--- config.mk ---
export PLATFORM = sky130hd
export DESIGN_NAME = sync_reset_seq
export DESIGN_NICKNAME = d
export VERILOG_FILES = /design/src/rtl/nv_reset_pkg.sv /design/src/rtl/sync_reset_seq_sync.sv /design/src/rtl/sync_reset_seq.sv
export SDC_FILE = /design/constraint.sdc
export NUM_CORES = 1
export LEC_CHECK = 0
export CAP_MARGIN = 20
export CORE_ASPECT_RATIO = 1.25
export CORE_MARGIN = 4
export CORE_UTILIZATION = 39
export DETAILED_ROUTE_END_ITERATION = 12
export MAX_ROUTING_LAYER = met4
export SLEW_MARGIN = 20
export SYNTH_ARGS = -nofsm -noshare
export SYNTH_HDL_FRONTEND = slang
export SYNTH_SLANG_ARGS = --single-unit
--- constraint.sdc ---
create_clock -name clk -period 1.55 [get_ports clk]
set_input_delay 0.31 -clock clk [delete_from_list [all_inputs] [get_ports clk]]
set_output_delay 0.31 -clock clk [all_outputs]
set_load 0.05 [all_outputs]
--- src/rtl/nv_reset_pkg.sv ---
// Shared definitions for the reset sequencer: default parameters, state encoding
// and the counter sizing helper.
package nv_reset_pkg;

  localparam int unsigned NCH_DEF        = 4;
  localparam int unsigned SYNC_DEPTH_DEF = 2;
  localparam int unsigned STRETCH_DEF    = 16;
  localparam int unsigned GAP_DEF        = 8;

  typedef enum logic [1:0] {
    ASSERT  = 2'd0,
    RELEASE = 2'd1,
    DONE    = 2'd2
  } seq_state_e;

  // One spare bit above the largest terminal count keeps the counter from wrapping.
  function automatic int unsigned cnt_width(int unsigned stretch, int unsigned gap);
    return $clog2((stretch > gap) ? stretch : gap) + 1;
  endfunction

endpackage

--- src/rtl/sync_reset_seq_sync.sv ---
// Level synchroniser for the asynchronous software reset request; kept as its own
// cell so the whole flop chain can be treated as one CDC crossing.
module sync_reset_seq_sync
  import nv_reset_pkg::*;
#(
  parameter int unsigned SYNC_DEPTH = SYNC_DEPTH_DEF
) (
  input  logic clk,
  input  logic inreset_,
  input  logic async_i,
  output logic sync_o
);

  logic [SYNC_DEPTH-1:0] sync_q;

  always_ff @(posedge clk) begin
    if (!inreset_) begin
      sync_q <= '0;
    end else begin
      sync_q <= {sync_q[SYNC_DEPTH-2:0], async_i};
    end
  end

  assign sync_o = sync_q[SYNC_DEPTH-1];

endmodule

--- src/rtl/sync_reset_seq.sv ---
// Reset sequencer: holds all channels in reset for STRETCH cycles, then releases
// them one by one in ascending order, GAP cycles apart, and flags completion.
module sync_reset_seq
  import nv_reset_pkg::*;
#(
  parameter int unsigned NCH        = NCH_DEF,
  parameter int unsigned SYNC_DEPTH = SYNC_DEPTH_DEF,
  parameter int unsigned STRETCH    = STRETCH_DEF,
  parameter int unsigned GAP        = GAP_DEF
) (
  input  logic           clk,
  input  logic           inreset_,
  input  logic           direct_reset_,
  input  logic           test_mode,
  input  logic           sw_rst_req,
  output logic [NCH-1:0] outreset_,
  output logic           rst_done
);

  localparam int unsigned CNT_W = cnt_width(STRETCH, GAP);
  localparam int unsigned IDX_W = (NCH > 1) ? $clog2(NCH) : 1;

  localparam logic [CNT_W-1:0] STRETCH_LAST = CNT_W'(STRETCH - 1);
  localparam logic [CNT_W-1:0] GAP_LAST     = CNT_W'(GAP - 1);
  localparam logic [IDX_W-1:0] IDX_LAST     = IDX_W'(NCH - 1);

  seq_state_e       state_q;
  logic [CNT_W-1:0] cnt_q;
  logic [IDX_W-1:0] idx_q;
  logic [NCH-1:0]   chan_q;
  logic             done_q;
  logic             edge_q;
  logic             sync_lvl;
  logic             sw_evt;

  sync_reset_seq_sync #(
    .SYNC_DEPTH (SYNC_DEPTH)
  ) u_sync (
    .clk      (clk),
    .inreset_ (inreset_),
    .async_i  (sw_rst_req),
    .sync_o   (sync_lvl)
  );

  // Only the rising edge of the synchronised level restarts the sequence.
  assign sw_evt = sync_lvl & ~edge_q;

  always_ff @(posedge clk) begin
    if (!inreset_) begin
      state_q <= ASSERT;
      cnt_q   <= '0;
      idx_q   <= '0;
      chan_q  <= '0;
      done_q  <= 1'b0;
      edge_q  <= 1'b0;
    end else begin
      edge_q <= sync_lvl;
      if (sw_evt) begin
        state_q <= ASSERT;
        cnt_q   <= '0;
        idx_q   <= '0;
        chan_q  <= '0;
        done_q  <= 1'b0;
      end else begin
        case (state_q)
          ASSERT: begin
            if (cnt_q == STRETCH_LAST) begin
              cnt_q   <= '0;
              idx_q   <= '0;
              chan_q  <= NCH'(1);
              state_q <= (NCH == 1) ? DONE : RELEASE;
            end else begin
              cnt_q <= cnt_q + CNT_W'(1);
            end
          end
          RELEASE: begin
            // Thermometer shift keeps release order strictly ascending.
            if (cnt_q == GAP_LAST) begin
              cnt_q  <= '0;
              idx_q  <= idx_q + IDX_W'(1);
              chan_q <= NCH'({chan_q, 1'b1});
              if (idx_q + IDX_W'(1) == IDX_LAST) begin
                state_q <= DONE;
              end
            end else begin
              cnt_q <= cnt_q + CNT_W'(1);
            end
          end
          DONE: begin
            done_q <= 1'b1;
          end
          default: begin
            state_q <= ASSERT;
            cnt_q   <= '0;
            idx_q   <= '0;
            chan_q  <= '0;
            done_q  <= 1'b0;
          end
        endcase
      end
    end
  end

  // Test-mode bypass is the only combinational path to the outputs.
  assign outreset_ = test_mode ? {NCH{direct_reset_}} : chan_q;
  assign rst_done  = test_mode | done_q;

endmodule

==> impl_summary.md, run 1 <==
Logic synthesis
The top cell type by total area after synthesis is sky130_fd_sc_hd__dfxtp_1. In this run the cell area of the synthesized design comes to 888 um^2. Counting every net in the synthesized netlist gives 118. Synthesis produced 109 cells. Of all flip-flops after synthesis, the portion carrying an async set or reset was 0. The share of the Yosys chip area taken by registers is 0.383. Of the post-synthesis cell area, the dominant cell type holds 0.383.

The synthesized area per cell is between 8 and 9 um^2. The Yosys step of the flow raised 0 warnings. Counting flops with a built-in enable in the synthesized netlist gives 0.

The number of distinct library cells after synthesis is 34. The synthesized flop and latch total is 17. The most used flip-flop cell after synthesis is sky130_fd_sc_hd__dfxtp_1. By area the synthesized netlist is led by sky130_fd_sc_hd__dfxtp_1 (38%), sky130_fd_sc_hd__nand3_1 (9.6%), sky130_fd_sc_hd__ha_1 (5.6%), sky130_fd_sc_hd__inv_1 (3.8%), sky130_fd_sc_hd__a31oi_1 (3.5%). After synthesis, the most frequently instantiated cells are sky130_fd_sc_hd__dfxtp_1 (17), sky130_fd_sc_hd__nand3_1 (17), sky130_fd_sc_hd__inv_1 (9).

STA
The routed design could run at a clock period as short as about 1.6 ns. Across all setup checks in the final design, the least slack found is -0.0320 ns. The worst slew slack as a fraction of its limit is 0.639. The number of max-slew violations in the final report was 0. The fmax is 0.632 GHz. Dividing the final minimum period by the clock period gives 1.02. The final-report hold violation count was 0. Setup repair after global routing could not meet its margin everywhere. Setup violations remaining at the end of the flow were counted as 1. The post-route clock skew is 0.00421 ns. The transition at the pin with the smallest max-transition slack is 0.541 ns.

Finish
The area growth from synthesis to layout is 44.2%. The ratio of cells with drive above 1 in the final layout is 0.364. Once layout is done, the placed cells without fillers occupy between 0.001 and 0.0015 mm^2. At the end of the flow, the number of nets in the layout was between 100 and 150. The utilization of the core after routing is 0.586.

The total inserted antenna cells is 0. After filler insertion, the fill cell instance count of the layout stands at between 200 and 250.

Clock tree
The clock root buffer is sky130_fd_sc_hd__clkbuf_4. The insertion delay of the later-clocked pin in the worst-skew pair is 0.28 ns. The CTS clock-pin slew for the worst setup and hold paths is 0.10 ns. The CTS buffer count is 3. The number of levels the H-tree was split into is 1.

TritonCTS built the clock tree. Counting along the longest clock path gives a buffer depth of 2. The clock drives 17 sinks.

GRT
Across every metal layer, demand over resource in global routing totals 0.165. The initial antenna violation count came to 0. The number of global-route vias before repair was 879. Entering global routing, the biggest net connects 15 pins. After global routing the overflow that remains totals 0. The first global-routing pass estimated 3770 um of wire.

Place
The placer's final routability congestion estimate is 0.868. In this run the tool buffered the top-level ports with 9 buffer cells. The detailed-placement wirelength estimate is 1630 um. In this run the cell area measured after placement is 0.00113 mm^2.

The worst setup slack before clock tree synthesis is -0.109 ns.

Power and ir drop
The leakage power summed over all cells is ~0.46 nW. The design internal power is slightly above 0.6 mW. The part of the total power dissipated in combinational logic is 0.162. Power spread over the standard cell area amounts to 638 mW/mm^2. The analysis attributes to net switching a power of between 0.2 and 0.25 mW. Of the total power, the share spent switching nets is 0.252. The share of total power dissipated in sequential elements is 0.555. IR analysis of the VDD net gives a maximum drop of 0.480 mV.

Power comes to 0.817 mW. The clock group share of total power is 0.283.

Critical path
Data on the critical path is required at its endpoint by between 1.5 and 2 ns. The data arrival time of the critical path is 1.79 ns. The critical path endpoint category is a flip-flop. In this run the worst path has a maximum fanout of 4. The worst setup path is launched from a flip-flop. The classification of the worst setup path is reg -> reg.

Status
The final reports fail on negative setup slack. The flow ran to the end, but the final reports show violations.

Route
Once detail routing completed, the nets flagged for antenna violations numbered 0. The DRC violation count after routing is 0. The first detailed-routing pass took 4 iterations. In the routed layout, each cell is associated on average with a via count of 5.40. The detail-routed net length per standard cell is 14.0 um.

After detailed routing, the total wire length is 2280 um. The total vias in the final route is 880. The detailed router finished its first iteration with 18 violations.

Die
The number of I/O pins is 10. The floorplan has 19 rows. The die covers 0.00311 mm^2. The die outline height is approximately 61 um.

The core footprint is 0.00219 mm^2. The die extent in x is about 51 um. The initial standard-cell utilization of the core is 0.406.

Min path
The type of the worst min-delay path is reg -> reg.

Flow run
The max-capacitance violation count is 0.
cell usage in the layout (no fill, tap or decap), types with 2 or more instances in the layout:
master and n:
sky130_fd_sc_hd__o21ai_1 2, sky130_fd_sc_hd__buf_4 16, sky130_fd_sc_hd__o21ai_2 4, sky130_fd_sc_hd__inv_2 2, sky130_fd_sc_hd__inv_1 8, sky130_fd_sc_hd__a21oi_1 5
sky130_fd_sc_hd__nor2_1 4, sky130_fd_sc_hd__nand3_1 17, sky130_fd_sc_hd__nand2_1 5, sky130_fd_sc_hd__a31oi_1 5, sky130_fd_sc_hd__clkdlybuf4s50_1 3, sky130_fd_sc_hd__dfxtp_2 2
sky130_fd_sc_hd__buf_12 4, sky130_fd_sc_hd__clkbuf_4 3, sky130_fd_sc_hd__and2_1 4, sky130_fd_sc_hd__ha_4 2, sky130_fd_sc_hd__dfxtp_1 15
power groups by stage:
stage	clock, mW	combinational [mW]	sequential, mW
after floorplan	0	0.0575	0.463
after global placement	0	0.121	0.461
after detailed placement	0	0.122	0.461
after CTS	0.243	0.126	0.454
after global routing	0.264	0.142	0.455
final	0.231	0.132	0.454
cell families (layout without fill, tap and decap cells):
group,Yosys count,count (layout),synth area share
buf+inv,16,39,0.0746
fa+ha+maj,4,4,0.0563
compound gates,25,25,0.192
mux,1,1,0.0113
simple gates,46,46,0.283
flops,17,17,0.383
critical path, cell delays in order, from the launching register on:
cell,delay [ns]
sky130_fd_sc_hd__dfxtp_2,0.35
sky130_fd_sc_hd__ha_4,0.15
sky130_fd_sc_hd__and2_4,0.17
sky130_fd_sc_hd__nand2_4,0.07
sky130_fd_sc_hd__inv_2,0.05
sky130_fd_sc_hd__ha_4,0.16
sky130_fd_sc_hd__nor2b_4,0.13
sky130_fd_sc_hd__a211o_1,0.24
sky130_fd_sc_hd__a311oi_2,0.19
worst paths after layout:
check,start,end,slack (ns),cells after the start
max,cnt_q[1],cnt_q[3],-0.03,8
max reg2reg,cnt_q[1],cnt_q[3],-0.03,8
min reg2reg,u_sync.sync_q[0],u_sync.sync_q[1],0.46,1
min,u_sync.sync_q[0],u_sync.sync_q[1],0.46,1
layer usage:
| metal | up-vias | part of all wire | GRT usage |
|---|---|---|---|
| li1 | 433 | - | - |
| met1 | 424 | 0.43 | 0.172 |
| met2 | 19 | 0.52 | 0.302 |
| met3 | 4 | 0.028 | 0.0242 |
| met4 | 0 | 0.018 | 0.0846 |
| met5 | - | 0 | - |
what timing repair did:
item	4_1_cts	5_1_grt
setup buffers	2	1
setup endpoints to repair	13	14
pin swaps	3	5
hold buffers	0	0
gates resized for setup	10	13
hold endpoints to repair	0	0
final cells by class:
cell class,instances,area [um^2],area share
Clock buffer,4,26.3,0.0205
Timing Repair Buffer,25,250,0.195
Tap cell,31,38.8,0.0303
Multi-Input combinational cell,76,586,0.457
Sequential cell,17,343,0.268
Inverter,10,37.5,0.0293
per-stage QoR:
stage          TNS [ns]  std cells  hold WS [ns]
2_1_floorplan         0        109         0.412
3_3_place_gp     -0.496        156         0.417
3_5_place_dp     -0.668        156         0.438
4_1_cts          -0.166        162         0.454
5_1_grt          -0.486        163         0.486
6_report        -0.0320        163         0.457
registers in the layout (all words and copies together), names as in the netlist:
name	flops
cnt_q	5
state_q	2
u_sync.sync_q	2
edge_q	1
idx_q	2
done_q	1
chan_q	4
Note: power is estimated with default switching activity, not from simulation.
==> inputs of run 2 (changes only) <==
==> constraint.sdc (replaced) <==
create_clock -name clk -period 1.9 [get_ports clk]
set_input_delay 0.38 -clock clk [delete_from_list [all_inputs] [get_ports clk]]
set_output_delay 0.38 -clock clk [all_outputs]
set_load 0.05 [all_outputs]
==> run 2 against run 1 <==
  * The flow now finishes without violations
  * Clock skew up 0.0011 ns
  * Combinational power down 31%
  * Clock power down 14%
  * Critical path type unchanged
  * Routed wire length down 12%
  * Core utilization down 7.4 points
  * Largest power group unchanged
  * Fmax down 12%
  * Power down 19%
  * Via count down 6.9%
==> impl_summary.md, run 2 (same netlist as run 1, synthesis figures left out) <==
STA
The worst slew slack as a fraction of its limit is 0.548 (-0.0905). The number of max-slew violations in the final report is 0 (unchanged). The worst setup slack after layout is 0.0940 ns (+0.126 ns).

The shortest period the worst path allows is 1.81 ns (+0.224 ns). The transition at the pin with the smallest max-transition slack came to 0.673 ns (+0.132 ns). The post-route clock skew came to 0.00532 ns (+0.00111 ns). The final cycle utilization of the critical path came to 0.951 (-0.0702). Setup repair after global routing left no endpoint under its margin. The final-report hold violation count is 0 (unchanged).

The final total negative setup slack is 0 ns (+0.0320 ns). The total of endpoints with negative setup slack in the final report is 0 (-1). The fmax was 0.554 GHz (-12%).

Die
The number of placement rows is 19 (unchanged). The die extent in x is 50.7 um (unchanged). The number of I/O pins was 10 (unchanged).

The area enclosed by the die boundary came to 0.00311 mm^2 (unchanged). The die outline height is 61.4 um (unchanged). The initial standard-cell utilization of the core is 0.406 (unchanged). The core footprint is 0.00219 mm^2 (unchanged).

Route
The number of iterations in the first detailed-routing pass is 4 (unchanged). The final wirelength is 2000 um (-12%). The highest layer touched by signal routing is met4. The number of violations reported at the end of detailed-routing iteration 0 is 8 (-10). The antenna violation net count after detailed routing is 0 (unchanged). The DRC violation count after routing is 0 (unchanged). The sum of met2 wire segment lengths after detailed routing is 1020 um (-15%). The detail-routed net length per standard cell is 13.0 um (-7.3%).

The total vias in the final route is 819 (-6.9%). The via density per instance is 5.32 (-1.5%). The detailed-routed wire length on met3 was 51 um (-19%). The routed metal-1 wirelength is 904 um (-7.8%).

Power and ir drop
The leakage power summed over all cells is 0.385 nW (-16%). The ratio of total power to cell area is 589 mW/mm^2 (-7.7%). The overall power is 0.659 mW (-19%). The maximum resistive drop on vdd is 0.299 mV (-38%).

Critical path
The worst setup path is of the reg -> reg kind. The end of the worst register-to-register path is cnt_q[3]. The critical path endpoint category is a flip-flop. The type of origin of the critical path is a flip-flop. The depth of the most critical reg-to-reg path is 8 (unchanged). The data arrival time of the critical path is 2.01 ns (+0.22 ns).

The biggest fanout along the worst timing path is 5 (+1). The required time of the critical path is 2.10 ns (+0.35 ns). The slack of the worst reg-to-reg path came to 0.09 ns (+0.13 ns). The source of the worst register-to-register timing path is cnt_q[0].

Finish
Compared with the post-synthesis result, the final layout area differs by 25.9%. Leaving out fill and tap cells, the most frequent cell in the layout is sky130_fd_sc_hd__nand3_1. The total non-filler cell area in the finished layout is 0.00112 mm^2 (-13%). The net count of the finished layout came to 133 (-6.3%). The ratio of cells with drive above 1 in the final layout came to 0.187 (-0.177). The top cell types in the final layout, fill and taps aside, are sky130_fd_sc_hd__nand3_1 (17), sky130_fd_sc_hd__dfxtp_1 (16), sky130_fd_sc_hd__inv_1 (9), sky130_fd_sc_hd__buf_4 (8), sky130_fd_sc_hd__nand2_1 (7). The flip-flop count of the largest register, all copies and words added is 5 (unchanged).

The total inserted antenna cells is 0 (unchanged). The final non-filler cell total is 154 (-5.5%). The top register by number of flip-flops is cnt_q. The largest registers in the layout are cnt_q: 5 flops, chan_q: 4 flops.

Min path
The worst hold path cell count is 1 (unchanged). The type of the worst min-delay path is reg -> reg. The end of the worst hold path is u_sync.sync_q[1].

In this run the most critical hold path is launched from u_sync.sync_q[0].

Flow run
The max-capacitance violation count is 0 (unchanged).

Clock tree
The CTS tree is yes. The number of levels the H-tree was split into is 1 (unchanged). The maximum number of buffers from clock root to sink is 2 (unchanged). The CTS clock-pin slew for the worst setup and hold paths is 0.10 ns (about the same). The cell sitting at the root of the clock tree is a sky130_fd_sc_hd__clkbuf_4. The number of sinks driven by the clock tree is 17 (unchanged). The CTS buffer count is 3 (unchanged). The insertion delay of the later-clocked pin in the worst-skew pair was 0.29 ns (about the same).

GRT
The initial antenna violation count is 0 (unchanged). The number of global-route vias before repair is 813 (-7.5%). The first-pass GRT wire length was 3350 um (-11%). The pin count of the biggest net entering global routing is 15 (unchanged). The global route total overflow is 0 (unchanged). The total global-route track usage was 0.151 (-0.0137).

Place
The worst setup slack before clock tree synthesis was 0.0175 ns (+0.126 ns). The cell area after placement was 0.00108 mm^2 (-5.0%). The placer's final routability congestion estimate is 0.822 (-5.2%). The detailed-placement wirelength estimate is 1500 um (-8.3%). The count of input and output buffers is 9 (unchanged). The number of cells in the design after placement is 150 (-3.8%).

Status
The flow ran to the end, and the final reports show no timing, DRC or antenna violations.
run 2: metrics by stage:
step	util	hold WS, ns
after floorplan	-	0.412
after global placement	0.493	0.414
after detailed placement	0.493	0.423
after CTS	0.506	0.447
after global routing	0.511	0.472
final	0.511	0.444
run 2: final cells by class:
type / instances / area [um^2]
tap: 31 / 38.8
multi-input combinational: 76 / 494
sequential: 17 / 342
fill: 233 / 1070
inverter: 10 / 37.5
clock buffer: 4 / 26.3
timing repair buffer: 16 / 180
run 2: power breakdown:
| group | internal (mW) | switching (mW) | total [mW] | leakage, nW |
|---|---|---|---|---|
| Combinational | 0.0446 | 0.0467 | 0.0912 | 0.232 |
| Sequential | 0.364 | 0.00551 | 0.370 | 0.138 |
| Clock | 0.0816 | 0.116 | 0.198 | 0.0150 |
| Total | 0.490 | 0.168 | 0.659 | 0.385 |
run 2: worst max-delay path, cell delays in order, from the launching register on:
cell and delay (ns):
sky130_fd_sc_hd__dfxtp_2 0.36, sky130_fd_sc_hd__ha_2 0.20, sky130_fd_sc_hd__and2_1 0.16, sky130_fd_sc_hd__nand2_1 0.10
sky130_fd_sc_hd__inv_1 0.05, sky130_fd_sc_hd__ha_2 0.20, sky130_fd_sc_hd__nor2b_1 0.15, sky130_fd_sc_hd__a211o_1 0.29
sky130_fd_sc_hd__a311oi_2 0.21
run 2: worst max path at each step:
stage              start      endpoint  depth (start not counted)
6_report        cnt_q[0]      cnt_q[3]                          8
5_1_grt         cnt_q[0]      cnt_q[2]                          8
4_1_cts         cnt_q[0]      cnt_q[3]                          8
3_5_place_dp    cnt_q[0]      cnt_q[2]                          8
3_3_place_gp    cnt_q[0]      cnt_q[2]                          8
2_1_floorplan  chan_q[1]  outreset_[1]                          2
run 2: timing repair:
item | 4_1_cts | 5_1_grt
resized for setup | 1 | 4
setup endpoints to repair | 1 | 3
hold buffers | 0 | 0
setup buffers | 0 | 0
run 2: per-layer routing:
layer / vias to the layer above / track usage
met5: - / -
met1: 390 / 0.158
met2: 10 / 0.267
met3: 4 / 0.0266
li1: 415 / -
met4: 0 / 0.0923
==> inputs of run 3 (changes only) <==
--- a/config.mk
+++ b/config.mk
@@ -11,6 +11,7 @@
 export CORE_UTILIZATION = 39
 export DETAILED_ROUTE_END_ITERATION = 12
 export MAX_ROUTING_LAYER = met4
+export PLACE_DENSITY_LB_ADDON = 0.15
 export SLEW_MARGIN = 20
 export SYNTH_ARGS = -nofsm -noshare
 export SYNTH_HDL_FRONTEND = slang
==> run 3 against run 2 <==
  * Worst hold slack better by 0.0031 ns
  * Core utilization rose by 0.23 points
  * Final area up 0.45%
  * Non-clock buffer count stayed put
  * Critical path depth is 1 higher
  * Sequential share of layout area is 0.14 points lower
  * Register-to-register slack gained 0.02 ns
  * Clock power barely moved
  * Clock skew is essentially flat
  * Sequential power is essentially flat
  * Routed wire length grew 4.9%
  * Count of clock-buffer cells in the layout decreased by 1
  * Highest routed layer unchanged
==> impl_summary.md, run 3 (same netlist as run 1, synthesis figures left out) <==
Status
The flow ran to the end, and the final reports show no timing, DRC or antenna violations.

Finish
The register with the most flip-flops in the final layout is cnt_q. In the layout the commonest cells are sky130_fd_sc_hd__nand3_1 (17), sky130_fd_sc_hd__dfxtp_1 (16), sky130_fd_sc_hd__inv_1 (9), sky130_fd_sc_hd__buf_4 (8), sky130_fd_sc_hd__nand2_1 (7). Leaving out fill and tap cells, the most frequent cell in the layout is sky130_fd_sc_hd__nand3_1. The ratio of cells with drive above 1 in the final layout was 0.195 (+0.00813). The largest registers in the layout are cnt_q: 5 flops, chan_q: 4 flops. The net count of the finished layout came to 133 (unchanged). Relative to the synthesized area, the layout overhead comes to 26.5%. The total inserted antenna cells came to 0 (unchanged). The flip-flop count of the largest register, all copies and words added is 5 (unchanged).

STA
The final-report hold violation count is 0 (unchanged). The total of endpoints with negative setup slack in the final report came to 0 (unchanged). The shortest period the worst path allows is 1.78 ns (-0.0248 ns).

The final total negative setup slack is 0 ns (unchanged). The transition at the pin with the smallest max-transition slack was 0.505 ns (-0.168 ns). The fmax is 0.561 GHz (+1.4%).

Setup repair after global routing left no endpoint under its margin. The final cycle utilization of the critical path is 0.937 (-0.0131). The worst slew slack as a fraction of its limit is 0.663 (+0.115). The worst hold slack across all endpoints was 0.447 ns (+0.00310 ns). The post-route clock skew is 0.00562 ns (+0.000302 ns). The number of max-slew violations in the final report is 0 (unchanged).

Clock tree
The CTS buffer count is 3 (unchanged). The root buffer cell chosen for the clock tree is sky130_fd_sc_hd__clkbuf_4. The insertion delay of the later-clocked pin in the worst-skew pair is 0.29 ns (about the same). The CTS clock-pin slew for the worst setup and hold paths was 0.11 ns (about the same).

The number of sinks driven by the clock tree was 17 (unchanged). The number of levels the H-tree was split into came to 1 (unchanged). The number of buffers inserted by hold repair at cts is 0 (unchanged). The CTS tree is yes. The maximum number of buffers from clock root to sink was 2 (unchanged). The buffers inserted during post-CTS setup optimization is 0 (unchanged).

GRT
The total global-route track usage came to 0.154 (+0.00348). The first-pass GRT wire length was 3440 um (+2.7%). The initial antenna violation count is 0 (unchanged).

The pin count of the biggest net entering global routing was 15 (unchanged). The global route total overflow is 0 (unchanged). The number of global-route vias before repair is 771 (-5.2%).

Route
The DRC violation count after routing is 0 (unchanged). The total vias in the final route is 828 (+1.1%). The number of iterations in the first detailed-routing pass is 3 (-1).

The number of violations reported at the end of detailed-routing iteration 0 is 20 (+12). The final wirelength is 2100 um (+4.9%). The via density per instance is 5.38 (+1.1%). The detail-routed net length per standard cell is 13.6 um (+4.9%).

The antenna violation net count after detailed routing came to 0 (unchanged).

Place
The placer's final routability congestion estimate is 0.844 (+2.6%). The detailed-placement wirelength estimate is 1580 um (+5.5%). The count of input and output buffers is 9 (unchanged).

Critical path
The data arrival time of the critical path is 2.01 ns (about the same). The worst register-to-register path begins at cnt_q[0]. The worst setup path is of the reg -> reg kind. The end of the worst register-to-register path is chan_q[0]. The required time of the critical path is 2.13 ns (+0.03 ns). STA classifies the critical path endpoint as a flip-flop. The slack of the worst reg-to-reg path is 0.12 ns (+0.02 ns). The biggest fanout along the worst timing path came to 5 (unchanged). The depth of the most critical reg-to-reg path is 9 (+1). STA classifies the critical path startpoint as a flip-flop.

Die
The area enclosed by the die boundary is 0.00311 mm^2 (unchanged). The number of I/O pins is 10 (unchanged). The die extent in x is 50.7 um (unchanged). The die outline height is 61.4 um (unchanged). The core footprint is 0.00219 mm^2 (unchanged). The initial standard-cell utilization of the core is 0.406 (unchanged).

The number of placement rows is 19 (unchanged).

Min path
In this run the most critical hold path is launched from u_sync.sync_q[0]. The worst hold path cell count is 1 (unchanged). The worst hold path belongs to the class reg -> reg.

For hold timing, the worst endpoint is u_sync.sync_q[1].

Power and ir drop
The ratio of total power to cell area is 588 mW/mm^2 (-0.12%). The maximum resistive drop on vdd is 0.395 mV (+32%). The leakage power summed over all cells is 0.386 nW (+0.31%).

Flow run
The max-capacitance violation count is 0 (unchanged).
==> run 3: cell types whose count changed in the layout (fill, tap and decap cells not counted), sizes merged <==
cell	change
clkbuf	-1
clkinv	+1
==> run 3: cell type report <==
type,instances,area [um^2]
well taps,31,38.8
fillers,243,1060
clock buffers,3,22.5
inverters,10,37.5
clock inverters,1,5.00
multi-input cells,76,498
repair buffers,16,180
flip-flops and latches,17,342
==> run 3: per-layer routing <==
metal,GRT usage,part of all wire
met3,0.0436,0.033
met2,0.254,0.52
met1,0.163,0.42
met4,0.104,0.025
met5,-,0
==> run 3: report_power, final <==
part	leakage, nW	internal, mW	switching (mW)
registers	0.138	0.364	0.00595
clock network	0.0177	0.0782	0.119
logic	0.230	0.0450	0.0480
total	0.386	0.488	0.173
==> run 3: worst max-delay path by stage <==
| stage | depth (start not counted) | startpoint | end | slack, ns |
|---|---|---|---|---|
| final | 9 | cnt_q[0] | chan_q[0] | 0.12 |
| after global routing | 9 | cnt_q[0] | chan_q[0] | 0.02 |
| after CTS | 8 | cnt_q[0] | cnt_q[2] | 0.03 |
| after detailed placement | 8 | cnt_q[0] | cnt_q[2] | 0.07 |
| after global placement | 8 | cnt_q[0] | cnt_q[2] | 0.11 |
| after floorplan | 2 | chan_q[1] | outreset_[1] | 0.04 |
==> run 3: through the flow <==
stage                     cells  power (mW)  instance area [um^2]  setup WS [ns]  utilization
after floorplan             109       0.423                   888         0.0437            -
after global placement      150       0.469                  1080          0.111        0.493
after detailed placement    150       0.470                  1080         0.0742        0.493
after CTS                   154       0.663                  1110         0.0311        0.506
after global routing        154       0.691                  1120         0.0185        0.514
final                       154       0.661                  1120          0.119        0.514
==> run 3: what timing repair did <==
| item | in CTS | in global routing |
|---|---|---|
| endpoints found under the hold margin | 0 | 0 |
| resized for setup | 0 | 5 |
| endpoints found under the setup margin | 0 | 7 |
==> run 3: critical path, stage by stage (launching register included) <==
cell and delay (ns):
sky130_fd_sc_hd__dfxtp_2 0.38, sky130_fd_sc_hd__ha_2 0.21, sky130_fd_sc_hd__and2_1 0.16, sky130_fd_sc_hd__nand2_1 0.08, sky130_fd_sc_hd__inv_1 0.07, sky130_fd_sc_hd__ha_2 0.20
sky130_fd_sc_hd__nand2b_1 0.15, sky130_fd_sc_hd__buf_4 0.19, sky130_fd_sc_hd__a2bb2oi_1 0.12, sky130_fd_sc_hd__a21oi_1 0.15
